===== config.mk =====
export PLATFORM = sky130hd
export DESIGN_NAME = ofmap_writeback
export DESIGN_NICKNAME = d
export VERILOG_FILES = /design/src/rtl/ofmap_writeback_pkg.sv /design/src/rtl/ofmap_writeback_wb_fifo.sv /design/src/rtl/ofmap_writeback.sv
export SDC_FILE = /design/constraint.sdc
export NUM_CORES = 1
export LEC_CHECK = 0
export BUFFER_PORTS_ARGS = -buffer_cell sky130_fd_sc_hd__buf_2
export CAP_MARGIN = 20
export CORE_MARGIN = 2
export CORE_UTILIZATION = 45
export CTS_CLUSTER_DIAMETER = 40
export CTS_CLUSTER_SIZE = 40
export DETAILED_ROUTE_END_ITERATION = 7
export GPL_TIMING_DRIVEN = 1
export HOLD_SLACK_MARGIN = 0.12
export SLEW_MARGIN = 40
export SYNTH_ARGS = -nofsm -noshare
export SYNTH_HDL_FRONTEND = slang
export SYNTH_SLANG_ARGS = --single-unit

===== constraint.sdc =====
create_clock -name clk -period 38.9 [get_ports clk]
set_input_delay 3.89 -clock clk [delete_from_list [all_inputs] [get_ports clk]]
set_output_delay 3.89 -clock clk [all_outputs]
set_load 0.02 [all_outputs]

===== src/rtl/ofmap_writeback_pkg.sv =====
//============================================================================
// Module : ofmap_writeback_pkg
// Brief  : Shared FSM encodings, layout codes and default widths for the
//          output-feature-map write-back engine.
// Rev    : 1.0  initial release
//============================================================================
`default_nettype none

package ofmap_writeback_pkg;

    localparam int DEF_TENSOR_W   = 8;
    localparam int DEF_KERNEL_W   = 4;
    localparam int DEF_STRIDE_W   = 4;
    localparam int DEF_KNUM_W     = 8;
    localparam int DEF_ADDR_W     = 16;
    localparam int DEF_DATA_W     = 32;
    localparam int DEF_FIFO_DEPTH = 4;

    localparam int       ST_W      = 2;
    localparam logic [ST_W-1:0] ST_IDLE   = 2'd0;
    localparam logic [ST_W-1:0] ST_SETUP  = 2'd1;
    localparam logic [ST_W-1:0] ST_RUN    = 2'd2;
    localparam logic [ST_W-1:0] ST_FINISH = 2'd3;

    localparam logic LAYOUT_CHW = 1'b0;
    localparam logic LAYOUT_HWC = 1'b1;

endpackage : ofmap_writeback_pkg

`default_nettype wire


===== src/rtl/ofmap_writeback_wb_fifo.sv =====
//============================================================================
// Module : wb_fifo
// Brief  : Synchronous FIFO buffering {address, data} write requests.
// Rev    : 1.0  initial release
//============================================================================
`default_nettype none

module wb_fifo #(
    parameter int WIDTH = 48,
    parameter int DEPTH = 4
) (
    input  logic             clk,
    input  logic             rst,
    input  logic             push_i,
    input  logic [WIDTH-1:0] wdata_i,
    input  logic             pop_i,
    output logic [WIDTH-1:0] rdata_o,
    output logic             full_o,
    output logic             empty_o
);

    localparam int PTR_W = (DEPTH > 1) ? $clog2(DEPTH) : 1;
    localparam int CNT_W = $clog2(DEPTH + 1);

    logic [WIDTH-1:0] mem_q [DEPTH];
    logic [PTR_W-1:0] wr_ptr_q;
    logic [PTR_W-1:0] rd_ptr_q;
    logic [CNT_W-1:0] cnt_q;
    logic             w_push;
    logic             w_pop;

    assign full_o  = (cnt_q == CNT_W'(DEPTH));
    assign empty_o = (cnt_q == '0);
    // A push while full is only taken when the head leaves in the same cycle.
    assign w_push  = push_i && (!full_o || pop_i);
    assign w_pop   = pop_i && !empty_o;
    assign rdata_o = mem_q[rd_ptr_q];

    always_ff @(posedge clk or posedge rst) begin
        if (rst) begin
            for (int i = 0; i < DEPTH; i++) begin
                mem_q[i] <= '0;
            end
            wr_ptr_q <= '0;
            rd_ptr_q <= '0;
            cnt_q    <= '0;
        end else begin
            if (w_push) begin
                mem_q[wr_ptr_q] <= wdata_i;
                wr_ptr_q        <= wr_ptr_q + PTR_W'(1);
            end
            if (w_pop) begin
                rd_ptr_q <= rd_ptr_q + PTR_W'(1);
            end
            if (w_push && !w_pop) begin
                cnt_q <= cnt_q + CNT_W'(1);
            end else if (w_pop && !w_push) begin
                cnt_q <= cnt_q - CNT_W'(1);
            end
        end
    end

endmodule : wb_fifo

`default_nettype wire


===== src/rtl/ofmap_writeback.sv =====
//============================================================================
// Module : ofmap_writeback
// Brief  : Buffers the kernel-major GEMM result stream and writes it back to
//          memory in CHW or HWC layout, pulsing done after the last write.
// Rev    : 1.0  initial release
//============================================================================
`default_nettype none

module ofmap_writeback
    import ofmap_writeback_pkg::*;
#(
    parameter int TENSOR_W   = DEF_TENSOR_W,
    parameter int KERNEL_W   = DEF_KERNEL_W,
    parameter int STRIDE_W   = DEF_STRIDE_W,
    parameter int KNUM_W     = DEF_KNUM_W,
    parameter int ADDR_W     = DEF_ADDR_W,
    parameter int DATA_W     = DEF_DATA_W,
    parameter int FIFO_DEPTH = DEF_FIFO_DEPTH
) (
    input  logic                clk,
    input  logic                rst,
    input  logic                start_i,
    input  logic [TENSOR_W-1:0] tensor_size_i,
    input  logic [KERNEL_W-1:0] kernel_size_i,
    input  logic [STRIDE_W-1:0] stride_i,
    input  logic [KNUM_W-1:0]   kernel_nums_i,
    input  logic [ADDR_W-1:0]   base_addr_i,
    input  logic                layout_i,
    input  logic                in_valid_i,
    output logic                in_ready_o,
    input  logic [DATA_W-1:0]   in_data_i,
    output logic                mem_wr_en_o,
    input  logic                mem_wr_ready_i,
    output logic [ADDR_W-1:0]   mem_wr_addr_o,
    output logic [DATA_W-1:0]   mem_wr_data_o,
    output logic [TENSOR_W-1:0] out_size_o,
    output logic                busy_o,
    output logic                done_o,
    output logic                err_o
);

    localparam int PIX_W = 2 * TENSOR_W;
    localparam int CNT_W = PIX_W + KNUM_W;

    logic [ST_W-1:0]     state_q, state_d;
    logic [TENSOR_W-1:0] tsize_q;
    logic [KERNEL_W-1:0] ksize_q;
    logic [STRIDE_W-1:0] stride_q;
    logic [KNUM_W-1:0]   knum_q;
    logic [ADDR_W-1:0]   base_q;
    logic                layout_q;
    logic                err_q;
    logic [TENSOR_W-1:0] rem_q;
    logic [TENSOR_W-1:0] quo_q;
    logic [TENSOR_W-1:0] out_q;
    logic [PIX_W-1:0]    out_sq_q;
    logic [CNT_W-1:0]    total_q;
    logic [CNT_W-1:0]    acc_q;
    logic [CNT_W-1:0]    wr_q;
    logic [PIX_W-1:0]    pix_q;
    logic [KNUM_W-1:0]   kidx_q;
    logic [ADDR_W-1:0]   pix_base_q;
    logic [ADDR_W-1:0]   chw_off_q;

    logic [TENSOR_W-1:0] w_stride_eff;
    logic                w_cfg_bad;
    logic                w_div_step;
    logic [TENSOR_W-1:0] w_out_next;
    logic [PIX_W-1:0]    w_out_sq;
    logic [CNT_W-1:0]    w_total;
    logic                w_push;
    logic                w_pop;
    logic                w_full;
    logic                w_empty;
    logic [ADDR_W-1:0]   w_push_addr;

    assign w_stride_eff = (stride_q == '0) ? TENSOR_W'(1) : TENSOR_W'(stride_q);
    assign w_cfg_bad    = (tsize_q < TENSOR_W'(ksize_q)) || (ksize_q == '0) || (knum_q == '0);
    assign w_div_step   = (rem_q >= w_stride_eff);
    assign w_out_next   = quo_q + TENSOR_W'(1);
    assign w_out_sq     = PIX_W'(w_out_next) * PIX_W'(w_out_next);
    assign w_total      = CNT_W'(w_out_sq) * CNT_W'(knum_q);

    assign w_push = in_valid_i && in_ready_o;
    assign w_pop  = mem_wr_en_o && mem_wr_ready_i;

    // CHW is a plain running index; HWC strides by kernel_nums per pixel.
    assign w_push_addr = (layout_q == LAYOUT_HWC) ? (base_q + pix_base_q + ADDR_W'(kidx_q))
                                                  : (base_q + chw_off_q);

    always_ff @(posedge clk or posedge rst) begin
        if (rst) begin
            state_q <= ST_IDLE;
        end else begin
            state_q <= state_d;
        end
    end

    always_comb begin
        state_d = state_q;
        case (state_q)
            ST_IDLE:   if (start_i) state_d = ST_SETUP;
            ST_SETUP: begin
                if (w_cfg_bad) begin
                    state_d = ST_FINISH;
                end else if (!w_div_step) begin
                    state_d = ST_RUN;
                end
            end
            ST_RUN:    if (w_pop && (wr_q == total_q - CNT_W'(1))) state_d = ST_FINISH;
            ST_FINISH: state_d = ST_IDLE;
            default:   state_d = ST_IDLE;
        endcase
    end

    always_comb begin
        busy_o     = (state_q == ST_SETUP) || (state_q == ST_RUN);
        done_o     = (state_q == ST_FINISH);
        err_o      = (state_q == ST_FINISH) && err_q;
        in_ready_o = (state_q == ST_RUN) && !w_full && (acc_q < total_q);
    end

    always_ff @(posedge clk or posedge rst) begin
        if (rst) begin
            tsize_q    <= '0;
            ksize_q    <= '0;
            stride_q   <= '0;
            knum_q     <= '0;
            base_q     <= '0;
            layout_q   <= LAYOUT_CHW;
            err_q      <= 1'b0;
            rem_q      <= '0;
            quo_q      <= '0;
            out_q      <= '0;
            out_sq_q   <= '0;
            total_q    <= '0;
            acc_q      <= '0;
            wr_q       <= '0;
            pix_q      <= '0;
            kidx_q     <= '0;
            pix_base_q <= '0;
            chw_off_q  <= '0;
        end else begin
            case (state_q)
                ST_IDLE: begin
                    if (start_i) begin
                        tsize_q    <= tensor_size_i;
                        ksize_q    <= kernel_size_i;
                        stride_q   <= stride_i;
                        knum_q     <= kernel_nums_i;
                        base_q     <= base_addr_i;
                        layout_q   <= layout_i;
                        err_q      <= 1'b0;
                        rem_q      <= tensor_size_i - TENSOR_W'(kernel_size_i);
                        quo_q      <= '0;
                        out_q      <= '0;
                        acc_q      <= '0;
                        wr_q       <= '0;
                        pix_q      <= '0;
                        kidx_q     <= '0;
                        pix_base_q <= '0;
                        chw_off_q  <= '0;
                    end
                end
                ST_SETUP: begin
                    if (w_cfg_bad) begin
                        err_q <= 1'b1;
                    end else if (w_div_step) begin
                        rem_q <= rem_q - w_stride_eff;
                        quo_q <= quo_q + TENSOR_W'(1);
                    end else begin
                        out_q    <= w_out_next;
                        out_sq_q <= w_out_sq;
                        total_q  <= w_total;
                    end
                end
                ST_RUN: begin
                    if (w_push) begin
                        acc_q     <= acc_q + CNT_W'(1);
                        chw_off_q <= chw_off_q + ADDR_W'(1);
                        if (pix_q == out_sq_q - PIX_W'(1)) begin
                            pix_q      <= '0;
                            kidx_q     <= kidx_q + KNUM_W'(1);
                            pix_base_q <= '0;
                        end else begin
                            pix_q      <= pix_q + PIX_W'(1);
                            pix_base_q <= pix_base_q + ADDR_W'(knum_q);
                        end
                    end
                    if (w_pop) begin
                        wr_q <= wr_q + CNT_W'(1);
                    end
                end
                default: ;
            endcase
        end
    end

    assign out_size_o = out_q;

    wb_fifo #(
        .WIDTH (ADDR_W + DATA_W),
        .DEPTH (FIFO_DEPTH)
    ) u_fifo (
        .clk     (clk),
        .rst     (rst),
        .push_i  (w_push),
        .wdata_i ({w_push_addr, in_data_i}),
        .pop_i   (w_pop),
        .rdata_o ({mem_wr_addr_o, mem_wr_data_o}),
        .full_o  (w_full),
        .empty_o (w_empty)
    );

    assign mem_wr_en_o = !w_empty;

endmodule : ofmap_writeback

`default_nettype wire


Word-level counts from Yosys, hierarchy flattened
Cells that the tools add are included.
{"block": "totals", "regBits": 411, "input_bits": 78, "out_inout_bits": 61, "wordCells": 154}
{"block": "classes", "add_sub_neg": 18, "multipliers": 2, "order_cmp": 6, "n_eq_ne": 16, "mux": 46, "n_bitwise": 4, "n_reduce_logical": 36}
{"op": "bitwise mux 192 bit", "count": 1}
{"op": "two-way mux 48 bit", "count": 3}
{"op": "two-way mux 16 bit", "count": 7}
{"op": "binary-select mux 48 bit (select 2 bit)", "count": 1}
{"op": "demux 48 bit (select 2 bit)", "count": 1}
{"op": "one-hot mux 16 bit (2 select lines)", "count": 3}
{"op": "one-hot mux 24 bit (2 select lines)", "count": 2}
{"op": "two-way mux 8 bit", "count": 10}
{"op": "two-way mux 24 bit", "count": 3}
{"op": "one-hot mux 8 bit (2 select lines)", "count": 4}
{"op": "adder 24 x 1 -> 24 bit (second input constant)", "count": 2}
{"op": "adder 16 x 1 -> 16 bit (second input constant)", "count": 2}
{"op": "adder 16 bit", "count": 2}
{"op": "adder 16 x 8 -> 16 bit", "count": 2}
{"op": "equality test 24 bit", "count": 1}
{"op": "< comparator 24 bit", "count": 1}
{"op": "multiplier 16 x 8 -> 24 bit", "count": 1}
{"op": "subtractor 24 x 1 -> 24 bit (second input constant)", "count": 1}
{"op": "adder 8 x 1 -> 8 bit (second input constant)", "count": 2}
{"op": "equality test 16 bit", "count": 1}
{"op": "multiplier 8 x 8 -> 16 bit", "count": 1}
{"op": "subtractor 16 x 1 -> 16 bit (second input constant)", "count": 1}
{"op": "subtractor 8 x 4 -> 8 bit", "count": 2}
{"op": "AND reduction 3 bit", "count": 5}
{"op": "other kinds (31)", "count": 69}

Depth between registers and ports, before layout
Gate-level depths: netlist (run 1).
{"block": "depth", "depth_word": 10, "ltp_mapped": 38, "depth_no_buf": 38}

Cells and area by module
A second synthesis (run 1) with hierarchy kept.
{"block": "unflattened", "cells_unflattened": 2651, "hier_area_um2": 28197.0}
{"module": "ofmap_writeback", "instances": 1, "cells_each": 2151, "area_per_inst_um2": 19182.1, "seq_area_each_um2": 5280.1}
{"module": "wb_fifo", "instances": 1, "cells_each": 500, "area_per_inst_um2": 9014.9, "seq_area_each_um2": 4979.8}

Worst setup path before layout (run 1)
OpenSTA, ideal clock, no wires.
{"block": "synth_timing", "path_kind": "reg-to-reg", "from": "register quo_q[0]", "to": "register total_q[22]", "setup_time_ps": 135, "arrival_ps": 8458, "required_time_ps": 38765, "path_slack_ps": 30308, "path_stages_with_launch": 35, "n_path_buf": 0, "synth_period_minus_slack_ps": 8592, "path_cell_list": "dfrtp_1 -> ha_1 -> nand3_1 -> nor2_1 -> xnor2_1 -> or2_2 -> fa_1 -> inv_1 -> fa_1 -> inv_1 -> fa_1 -> fa_1 -> inv_1 -> ha_1 -> o21ai_0 -> a21oi_1 -> a21oi_1 -> xnor2_1 -> nand2_1 -> fa_1 -> inv_1 -> fa_1 -> fa_1 -> inv_1 -> fa_1 -> inv_1 -> ha_1 -> and3_1 -> a21oi_1 -> o21ai_0 -> o41ai_1 -> o21ai_0 -> o41ai_1 -> xor2_1 -> o21ai_0"}
{"block": "synth_via", "elab_chain_len": 3}
{"element": "from (decl)", "line_no": "ofmap_writeback.sv:54", "source": "logic [TENSOR_W-1:0] quo_q;"}
{"element": "from (signal assigned)", "line_no": "ofmap_writeback.sv:170", "source": "quo_q <= quo_q + TENSOR_W'(1);"}
{"element": "adder 8 x 1 -> 8 bit", "line_no": "ofmap_writeback.sv:80", "source": "assign w_out_next = quo_q + TENSOR_W'(1);"}
{"element": "multiplier 8 x 8 -> 16 bit", "line_no": "ofmap_writeback.sv:81", "source": "assign w_out_sq = PIX_W'(w_out_next) * PIX_W'(w_out_next);"}
{"element": "multiplier 16 x 8 -> 24 bit", "line_no": "ofmap_writeback.sv:82", "source": "assign w_total = CNT_W'(w_out_sq) * CNT_W'(knum_q);"}
{"element": "to (signal assigned)", "line_no": "ofmap_writeback.sv:174", "source": "total_q <= w_total;"}
{"element": "to (decl)", "line_no": "ofmap_writeback.sv:57", "source": "logic [CNT_W-1:0] total_q;"}
No other way between the ends.
A chain may end at the register's enable or synchronous reset.

Final worst setup path (run 1)
Ends and elaborated chain as after synthesis.

==> summary.md, run 1 <==
| Metric | Value |
|---|---|
| Internal power | 1.315 mW |
| DP Wirelength | 47,330 um |
| F_max | 0.09903 GHz |
| Area grow syn2layout | 14.23% |
| Worst-path clk slew | 0.05 ns |
| RSZ-0062 raised after global routing | no |
| Fin crit period | 10.10 ns |
| CTS tree | yes |
| Fraction of power consumed by combinational cells | 39.1% |
| Dpl cell area | 0.02892 sq mm |
| Die ar. | 0.06302 sq mm |
| Share of power burned in the clock network | 28.7% |
| Leak | 15.59 nW |
| Vias post-DR | 21,330 |
| Die height | 251.0 um |
| Post-synth design cell area | 0.02746 sq mm |
| Net switching power | 0.8810 mW |
| Clock sink count | 410 |
| CP most frequent cell | fa_1 |
| Syn Inst Count | 2,948 |
| # fillers | 5,453 |
| R2R setup slack | 28.80 ns |
| Htree depth | 3 |
| Setup crit end kind | flip-flop |
| Ys flop type | dfrtp_1 |
| Core Box Area | 0.06036 sq mm |
| Post-CTS sizing | 0 |
| Maximum number of pins on one net before global-route repair | 128 |
| Initial cell density of the core | 45.50% |
| DRC viols | 0 |
| Setup tns final | 0 ns |
| Routed WL | 67,820 um |
| Max_slew headroom | 45.76% |
| # setup viols final | 0 |
| Register area | 0.01026 sq mm |
| Tot GR Track Use | 22.02% |
| Most common cell after layout, fill and taps aside | nand2_1 |
| Num CTS Buffers | 70 |
| Total Power | 2.196 mW |
| Clock Tree Root | clkbuf_16 |
| WP data required | 39.35 ns |
| Slowest CP cell | dfrtp_1 |
| Syn nets | 3,312 |
| Top Ports | 139 |
| Seq/Total Area, Yosys | 37.36% |
| Switching fraction of total power | 40.11% |
| Final Slew Violations | 0 |
| Clock Latency Late Sink | 0.63 ns |
| Max FO, Critical Path | 20 |
| Worst hold path class | reg -> reg |
| Hold_buf cts | 0 |
| Number of enable flip-flop cells after synthesis | 0 |
| Sequential power share | 32.2% |
| Post-synth ARST share | 100.0% |
| Outcome | completed |
| Most frequent cells in the layout | nand2_1, dfrtp_1, inv_1 |
| Crit Path Class | reg -> reg |
| Placed Cells | 3,776 |
| Multi-input logic area | 0.01599 sq mm |
| Via density | 5.461 |
| Final hold vios | 0 |
| Pwr dens | 70.01 mW/mm^2 |
| Global route overflow | 0 |
| Post-synth cell types | 72 |
| Synth Area per Inst | 9.316 sq um |
| Initial DRC Count | 1,359 |
| Arr. time, crit path | 10.54 ns |
| Synth warn | 0 |
| Peak supply drop | 0.03837 mV |
| Share of cells above drive strength 1 | 14.31% |
| Final instance area | 0.03137 sq mm |
| Worst slew pin tran | 0.8135 ns |
| Final Cycle Share | 25.96% |
| Clock Path Buffers | 3 |
| Post-route ant nets | 0 |
| Max Cap Violations | 0 |
| Clock Skew | 0.03968 ns |
| 1st-pass router iterations | 5 |
| Register bit total from synthesis | 410 |
| Die W | 251.0 um |
| Initial antenna violation count | 1 |
| Core Util, Final | 51.98% |
| Routed length per instance | 17.36 um |
| First-pass GRT wire length | 112,900 um |
| Critical Path Max Stage Delay | 0.80 ns |
| Startpoint types | flip-flop |
| Post-CTS Setup Bufs | 0 |
| Number of global-route vias before repair | 22,028 |
| Fin cells | 3,906 |
| Row count | 90 |
| Fin nets | 3,431 |
| I/O Buffers | 138 |
| GP Congestion | 0.8554 |
registers in the layout, indices dropped and copies added, names as in the netlist, 15 cells and up:
signal,count
pix_q,16
wr_q,24
out_sq_q,15
u_fifo.mem_q,192
chw_off_q,16
pix_base_q,16
base_q,16
total_q,24
acc_q,24
per-layer routing:
metal | GRT usage (%) | vias to the layer above | share of wire [%]
li1 | - | 10153 | -
met1 | 28.32 | 10591 | 44
met2 | 38.07 | 466 | 49
met3 | 3.427 | 120 | 4.4
met4 | 7.143 | 0 | 2.7
met5 | 0 | - | 0
path summary, 6_finish.rpt:
| kind | start | end | depth (start not counted) |
|---|---|---|---|
| setup / recovery | quo_q[0] | total_q[22] | 33 |
| setup reg to reg | quo_q[0] | total_q[22] | 33 |
| max in group asynchronous | rst | u_fifo.mem_q[47] | 4 |
| min in group asynchronous | rst | u_fifo.mem_q[21] | 2 |
| hold reg to reg | tsize_q[0] | tsize_q[0] | 2 |
| hold / removal | tsize_q[0] | tsize_q[0] | 2 |
worst max-delay path: cells and delay by family, from the launching register on:
kind,cells,cell delay [ns]
buffers and inverters,6,0.53
AO/OA/AOI/OAI,7,1.76
adder cells (fa/ha/maj),10,4.35
XOR/XNOR,3,1.28
AND/OR/NAND/NOR,7,1.21
flip-flops,1,0.80
per-stage QoR:
step	setup slack, ns	hold slack [ns]
after floorplan	23.60	0.4403
after global placement	29.16	0.4513
after detailed placement	28.81	0.4578
after CTS	28.79	0.4726
after global routing	27.83	0.4911
final	28.80	0.4691
cells by family after synthesis:
family / after synthesis / share of synthesized area (%)
xor gates and xnor gates: 178 / 5.677
DFF: 410 / 37.36
muxes: 126 / 7.126
adders and majority gates: 286 / 16.20
and+or+nand+nor: 1208 / 19.91
other: 2 / 0.02735
AOI/OAI and AO/OA: 405 / 9.053
buffers and inverters: 333 / 4.643
layout make-up:
type / count / share of cell area (%)
well taps: 782 / 3.119
multi-input cells: 2205 / 50.97
flip-flops and latches: 410 / 32.72
diodes: 1 / 0.007977
clock buffers: 76 / 5.783
inverters: 219 / 2.660
repair buffers: 161 / 2.824
clock inverters: 52 / 1.918
cell usage after synthesis, drive strengths merged (48+ instances only):
library cell | n | area [sq um]
nand2 | 682 | 2560
dfrtp | 410 | 10260
inv | 219 | 822.0
ha | 170 | 2127
o21ai | 162 | 810.8
nor2 | 150 | 563.0
fa | 116 | 2322
xor2 | 93 | 814.5
a21oi | 92 | 464.2
clkbuf | 91 | 341.6
xnor2 | 85 | 744.5
and2 | 83 | 519.3
mux2 | 76 | 855.8
nand3 | 57 | 285.3
mux4 | 48 | 1081
power by group through the flow:
stage	Sequential [mW]	Clock [mW]	Combinational, mW
finish	0.707	0.630	0.860
CTS	0.705	0.644	0.868
global placement	0.702	0	0.837
detailed placement	0.711	0	0.862
floorplan	0.648	0	0.673
global route	0.728	0.664	0.967
Note: power is estimated with default switching activity, not from simulation.
==> inputs of run 2 (changes only) <==
--- a/config.mk
+++ b/config.mk
@@ -5,6 +5,7 @@
 export SDC_FILE = /design/constraint.sdc
 export NUM_CORES = 1
 export LEC_CHECK = 0
+export ABC_AREA = 1
 export BUFFER_PORTS_ARGS = -buffer_cell sky130_fd_sc_hd__buf_2
 export CAP_MARGIN = 20
 export CORE_MARGIN = 2
==> constraint.sdc (replaced) <==
create_clock -name clk -period 8.1 [get_ports clk]
set_input_delay 0.81 -clock clk [delete_from_list [all_inputs] [get_ports clk]]
set_output_delay 0.81 -clock clk [all_outputs]
set_load 0.02 [all_outputs]
==> summary.md, run 2 <==
| Metric | Value |
|---|---|
| Outcome | finished, violations left |
| Violated checks | negative setup slack |
| Clock Tree Root | clkbuf_16 |
| Syn nets | 4,151 |
| Levels on crit path | 40 |
| Pwr dens | 336.8 mW/mm^2 |
| Synth warn | 0 |
| Most common cell after layout, fill and taps aside | nand2_1 |
| Leak | 17.46 nW |
| Post-synth cell types | 54 |
| R2R setup slack | -0.11 ns |
| Post-synth top area share | 35.59% |
| Worst slack, placed | -0.2865 ns |
| Post-route ant nets | 0 |
| Critical path buffers and inverters | 11 |
| Syn Inst Count | 3,787 |
| Max Cap Violations | 0 |
| 1st-pass router iterations | 6 |
| CTS tree | yes |
| Commonest cells post-synth | nand2_1, inv_1, o21ai_0 |
| Clock sink count | 410 |
| Max_slew headroom | 44.63% |
| Startpoint types | flip-flop |
| R2r worst-path depth | 40 |
| # setup viols final | 3 |
| Peak supply drop | 0.2220 mV |
| Worst hold path class | in -> async |
| Yosys top cell by area | dfrtp_1 |
| Worst slew pin tran | 0.8296 ns |
| RSZ-0062 raised after global routing | yes |
| Vias post-DR | 25,430 |
| Register bit total from synthesis | 410 |
| F_max | 0.1217 GHz |
| Share of cells above drive strength 1 | 15.73% |
| Critical Path Max Stage Delay | 0.57 ns |
| Max FO, Critical Path | 4 |
| DP Wirelength | 54,620 um |
| Seq/Total Area, Yosys | 35.59% |
| Ys flop type | dfrtp_1 |
| Number of enable flip-flop cells after synthesis | 0 |
| Post-synth design cell area | 0.02883 sq mm |
| Synth Area per Inst | 7.613 sq um |
| Worst-path clk slew | 0.05 ns |
| Row count | 92 |
| Final instance area | 0.03504 sq mm |
| Core Box Area | 0.06320 sq mm |
| WP data required | 8.53 ns |
| Placed Cells | 4,756 |
| Synth area leaders | dfrtp_1, nand2_1, fa_1 |
| Global route overflow | 0 |
| Worst r2r dst | total_q[22] |
| CP most frequent cell | inv_2 |
| Max reg flops | 192 |
| Die W | 257.1 um |
| Most frequent cells in the layout | nand2_1, inv_1, dfrtp_1 |
| Routed WL | 77,900 um |
| Fin nets | 4,380 |
| Dpl cell area | 0.03116 sq mm |
| Die height | 257.1 um |
| Num CTS Buffers | 78 |
| Setup crit end kind | flip-flop |
| Number of global-route vias before repair | 24,755 |
| Worst setup margin | -0.1145 ns |
| Final Cycle Share | 101.4% |
| GP Congestion | 0.9161 |
| # fillers | 6,003 |
| Fin crit period | 8.215 ns |
| Die ar. | 0.06611 sq mm |
| Htree depth | 3 |
| Clock Path Buffers | 3 |
| DRC viols | 0 |
| Hold_buf cts | 0 |
| Critical path destination | total_q[22] |
| Routed length per instance | 15.81 um |
| First-pass GRT wire length | 127,900 um |
| Total Power | 11.80 mW |
| Clock Latency Late Sink | 0.63 ns |
| Initial antenna violation count | 1 |
| Top Ports | 139 |
| Slowest CP cell | fa_1 |
| Maximum number of pins on one net before global-route repair | 100 |
| CP Launch Point | quo_q[0] |
| Arr. time, crit path | 8.65 ns |
| Most flops, register | u_fifo.mem_q |
| Final Slew Violations | 0 |
| Via density | 5.160 |
| Final hold vios | 0 |
| Fin cells | 4,928 |
| I/O Buffers | 138 |
| Tot GR Track Use | 23.53% |
| Top-count cell post-synth | nand2_1 |
| Area grow syn2layout | 21.53% |
| Clock Skew | 0.05676 ns |
| Worst R2R Start | quo_q[0] |
| Initial DRC Count | 1,625 |
| Initial cell density of the core | 45.62% |
| Crit Path Class | reg -> reg |
| Crit path max-delay family | adder cells |
| Post-synth ARST share | 100.0% |
## run 2: cell types whose count changed after synthesis, sizes merged, moves of 27 or more
cell    before   now
and3        28     1
nand3       57   154
nand2      682  1002
nor2b       31     0
and2        83     1
xnor2       85    48
inv        219   467
o22ai        6    50
mux4        48     0
nand2b      30     1
nor2       150   395
mux2        76     1
o21ai      162   427
## run 2: area by class of cell
class	instances	area, sq um	share of cell area [%]
antenna	1	2.502	0.007142
clock buffer	89	2053	5.860
clock inverter	56	893.4	2.550
inverter	473	1787	5.100
multi-input combinational	2774	17050	48.68
sequential	410	10260	29.29
tap	846	1059	3.021
timing repair buffer	279	1927	5.500
## run 2: kinds of logic (layout without fill, tap and decap cells)
group | after synthesis | in the layout | share of synthesized area (%)
AO/OA/AOI/OAI | 673 | 673 | 13.04
XOR/XNOR | 131 | 131 | 3.980
adder cells (fa/ha/maj) | 286 | 286 | 15.43
buffers and inverters | 603 | 897 | 8.033
flip-flops | 410 | 410 | 35.59
multiplexers | 1 | 1 | 0.03906
other | 2 | 3 | 0.02605
AND/OR/NAND/NOR | 1681 | 1681 | 23.86
## run 2: where the power goes
group | switching, mW | internal [mW]
Clock | 1.25 | 2.36
Sequential | 0.598 | 2.74
Combinational | 3.30 | 1.56
Total | 5.14 | 6.66
## run 2: routing by layer
layer	part of all wire [%]	vias up	global-route usage, %
met5	0	-	0
met4	2.0	0	6.089
met3	4.4	116	3.241
met2	47	535	39.09
met1	46	12093	32.35
li1	-	12686	-
## run 2: worst register-to-register path: cells and delay by family, from the launching register on
| kind | cells | cell delay, ns |
|---|---|---|
| xor gates and xnor gates | 1 | 0.16 |
| AOI/OAI and AO/OA | 7 | 0.86 |
| and+or+nand+nor | 10 | 1.19 |
| DFF | 1 | 0.42 |
| adders and majority gates | 11 | 4.74 |
| buffers and inverters | 11 | 0.66 |
## run 2: metrics by stage
stage          hold slack [ns]  utilization [%]  setup TNS [ns]
6_report                0.1603            55.44         -0.2987
5_1_grt                 0.1509            55.44          -2.735
4_1_cts                 0.3209            54.29         -0.1305
3_5_place_dp            0.4532            49.31          -1.468
3_3_place_gp            0.4482            49.11         -0.5930
2_1_floorplan           0.4367                -       -0.006653
## run 2: worst min path at each step
stage | start | endpoint | slack [ns] | depth (start not counted)
finish | rst | u_fifo.mem_q[14] | 0.16 | 2
global route | rst | u_fifo.mem_q[14] | 0.15 | 2
CTS | rst | u_fifo.mem_q[149] | 0.32 | 2
detailed placement | u_fifo.mem_q[86] | u_fifo.mem_q[86] | 0.45 | 2
global placement | u_fifo.mem_q[131] | u_fifo.mem_q[131] | 0.45 | 2
floorplan | u_fifo.mem_q[128] | u_fifo.mem_q[128] | 0.44 | 2
## run 2: repair_timing
action | CTS | global route
setup endpoints to repair | 11 | 14
pin swaps | 26 | 62
setup buffers | 10 | 15
gates resized for setup | 44 | 173
==> inputs of run 3 (changes only) <==
==> constraint.sdc (replaced) <==
create_clock -name clk -period 8.1 [get_ports clk]
set_input_delay 0 -clock clk [delete_from_list [all_inputs] [get_ports clk]]
set_output_delay 0 -clock clk [all_outputs]
set_load 0.02 [all_outputs]
==> summary.md, run 3 (synthesis results as in run 2) <==
| Metric | Value |
|---|---|
| I/O Buffers | 138 |
| 1st-pass router iterations | 6 |
| Die height | 257.1 um |
| Tot GR Track Use | 23.76% |
| Worst setup margin | -0.1348 ns |
| DRC viols | 0 |
| Max_slew headroom | 46.29% |
| Worst hold path class | in -> reg |
| Clock Path Buffers | 3 |
| Setup crit end kind | flip-flop |
| Num CTS Buffers | 83 |
| Core Box Area | 0.06320 sq mm |
| # diodes | 0 |
| Routed length per instance | 15.59 um |
| Clock Tree Root | clkbuf_16 |
| Critical Path Max Stage Delay | 0.55 ns |
| Register area | 0.01026 sq mm |
| Initial DRC Count | 1,685 |
| Via density | 5.143 |
| Outcome | finished, violations left |
| Critical path buffers and inverters | 10 |
| Clock Latency Late Sink | 0.64 ns |
| Startpoint types | flip-flop |
| Vias post-DR | 25,921 |
| Most common cell after layout, fill and taps aside | nand2_1 |
| Multi-input logic area | 0.01697 sq mm |
| Most flops, register | u_fifo.mem_q |
| Grt peak-use layer | met2 |
| Fin nets | 4,487 |
| Pwr dens | 331.2 mW/mm^2 |
| Crit path max-delay family | adder cells |
| DP Wirelength | 54,400 um |
| Worst-path clk slew | 0.05 ns |
| Dpl cell area | 0.03114 sq mm |
| Placed Cells | 4,755 |
| CTS tree | yes |
| Setup tns final | -0.2628 ns |
| Share of cells above drive strength 1 | 15.31% |
| Slowest CP cell | fa_1 |
| Htree depth | 3 |
| Peak supply drop | 0.3272 mV |
| # fillers | 5,887 |
| # setup viols final | 4 |
| Leak | 17.84 nW |
| Number of global-route vias before repair | 25,271 |
| Fin crit period | 8.235 ns |
| Top Ports | 139 |
| Met2 track demand over resource | 39.79% |
| Final instance area | 0.03602 sq mm |
| Fin cells | 5,040 |
| Clock Skew | 0.05650 ns |
| Die W | 257.1 um |
| Routed WL | 78,580 um |
| WP data required | 8.55 ns |
| Max Cap Violations | 0 |
| Final hold vios | 0 |
| CP most frequent cell | fa_1 |
| GP Congestion | 0.9158 |
| Area grow syn2layout | 24.96% |
| Post-route ant nets | 0 |
| Most frequent cells in the layout | nand2_1, inv_1, dfrtp_1 |
| Global route overflow | 0 |
| Row count | 92 |
| Initial cell density of the core | 45.62% |
| F_max | 0.1214 GHz |
| Initial antenna violation count | 0 |
| Max FO, Critical Path | 5 |
| Global Route met3 Usage | 3.290% |
| RSZ-0062 raised after global routing | yes |
| M1 GR Usage | 32.28% |
| Crit Path Class | reg -> reg |
| Maximum number of pins on one net before global-route repair | 98 |
| First-pass GRT wire length | 129,300 um |
| Violated checks | negative setup slack |
| Arr. time, crit path | 8.68 ns |
| Max reg flops | 192 |
| Final Cycle Share | 101.7% |
| Die ar. | 0.06611 sq mm |
| Worst slew pin tran | 0.8056 ns |
| Clock sink count | 410 |
| Final Slew Violations | 0 |
run 3: cell count changes in the layout (fill, tap and decap cells not counted), sizes merged:
cell         before  now
clkinv           25   29
inv             482  484
clkinvlp          7   12
dlygate4sd3       0  102
diode             1    0
clkbuf           89   92
bufinv           15   12
run 3: through the flow:
| stage | utilization [%] | power (mW) | worst slack [ns] | hold WS (ns) |
|---|---|---|---|---|
| 2_1_floorplan | - | 6.699 | -0.006653 | 0.1096 |
| 3_3_place_gp | 49.11 | 8.088 | -0.1821 | 0.1964 |
| 3_5_place_dp | 49.27 | 8.166 | -0.2985 | 0.1043 |
| 4_1_cts | 56.22 | 11.98 | -0.1115 | 0.1236 |
| 5_1_grt | 57.00 | 12.83 | -0.4753 | 0.1465 |
| 6_report | 57.00 | 11.93 | -0.1348 | 0.1512 |
run 3: cell type report:
| cell class | count | area share [%] |
|---|---|---|
| Clock buffer | 92 | 6.030 |
| Sequential cell | 410 | 28.48 |
| Tap cell | 846 | 2.938 |
| Inverter | 473 | 4.960 |
| Timing Repair Buffer | 381 | 7.999 |
| Clock inverter | 64 | 2.483 |
| Multi-Input combinational cell | 2774 | 47.11 |
run 3: path summary, 6_finish.rpt:
kind	startpoint	end	slack, ns	cells past startpoint
max	quo_q[1]	total_q[22]	-0.13	39
min	base_addr_i[0]	base_q[0]	0.15	4
max reg2reg	quo_q[1]	total_q[22]	-0.13	39
min reg2reg	u_fifo.mem_q[133]	u_fifo.mem_q[133]	0.47	2
max in group asynchronous	rst	kidx_q[1]	5.66	9
min in group asynchronous	rst	u_fifo.mem_q[156]	0.58	5
run 3: worst reg2reg max path, delay by kind of cell (launching register included):
family	cells	cell delay, ns
fa+ha+maj	11	4.74
compound gates	9	1.11
simple gates	8	0.94
buf+inv	10	0.74
xor+xnor	1	0.16
flops	1	0.39
run 3: repair_timing:
item | 4_1_cts | 5_1_grt
hold buffers | 102 | 0
resized for setup | 73 | 107
buffers inserted | 14 | 13
pin swaps | 41 | 42
endpoints found under the setup margin | 11 | 14
hold endpoints to repair | 368 | 0
run 3: metal layers:
layer | part of all wire (%) | vias to the layer above | wire length, um
met3 | 4.6 | 120 | 3581
met2 | 48 | 586 | 37460
met5 | 0 | - | 0
li1 | - | 12902 | -
met4 | 2.1 | 0 | 1651
met1 | 46 | 12313 | 35880
run 3: power breakdown:
part           internal [mW]  switching [mW]
clock                   2.38            1.30
combinational           1.61            3.31
sequential              2.74           0.598
total                   6.72            5.20
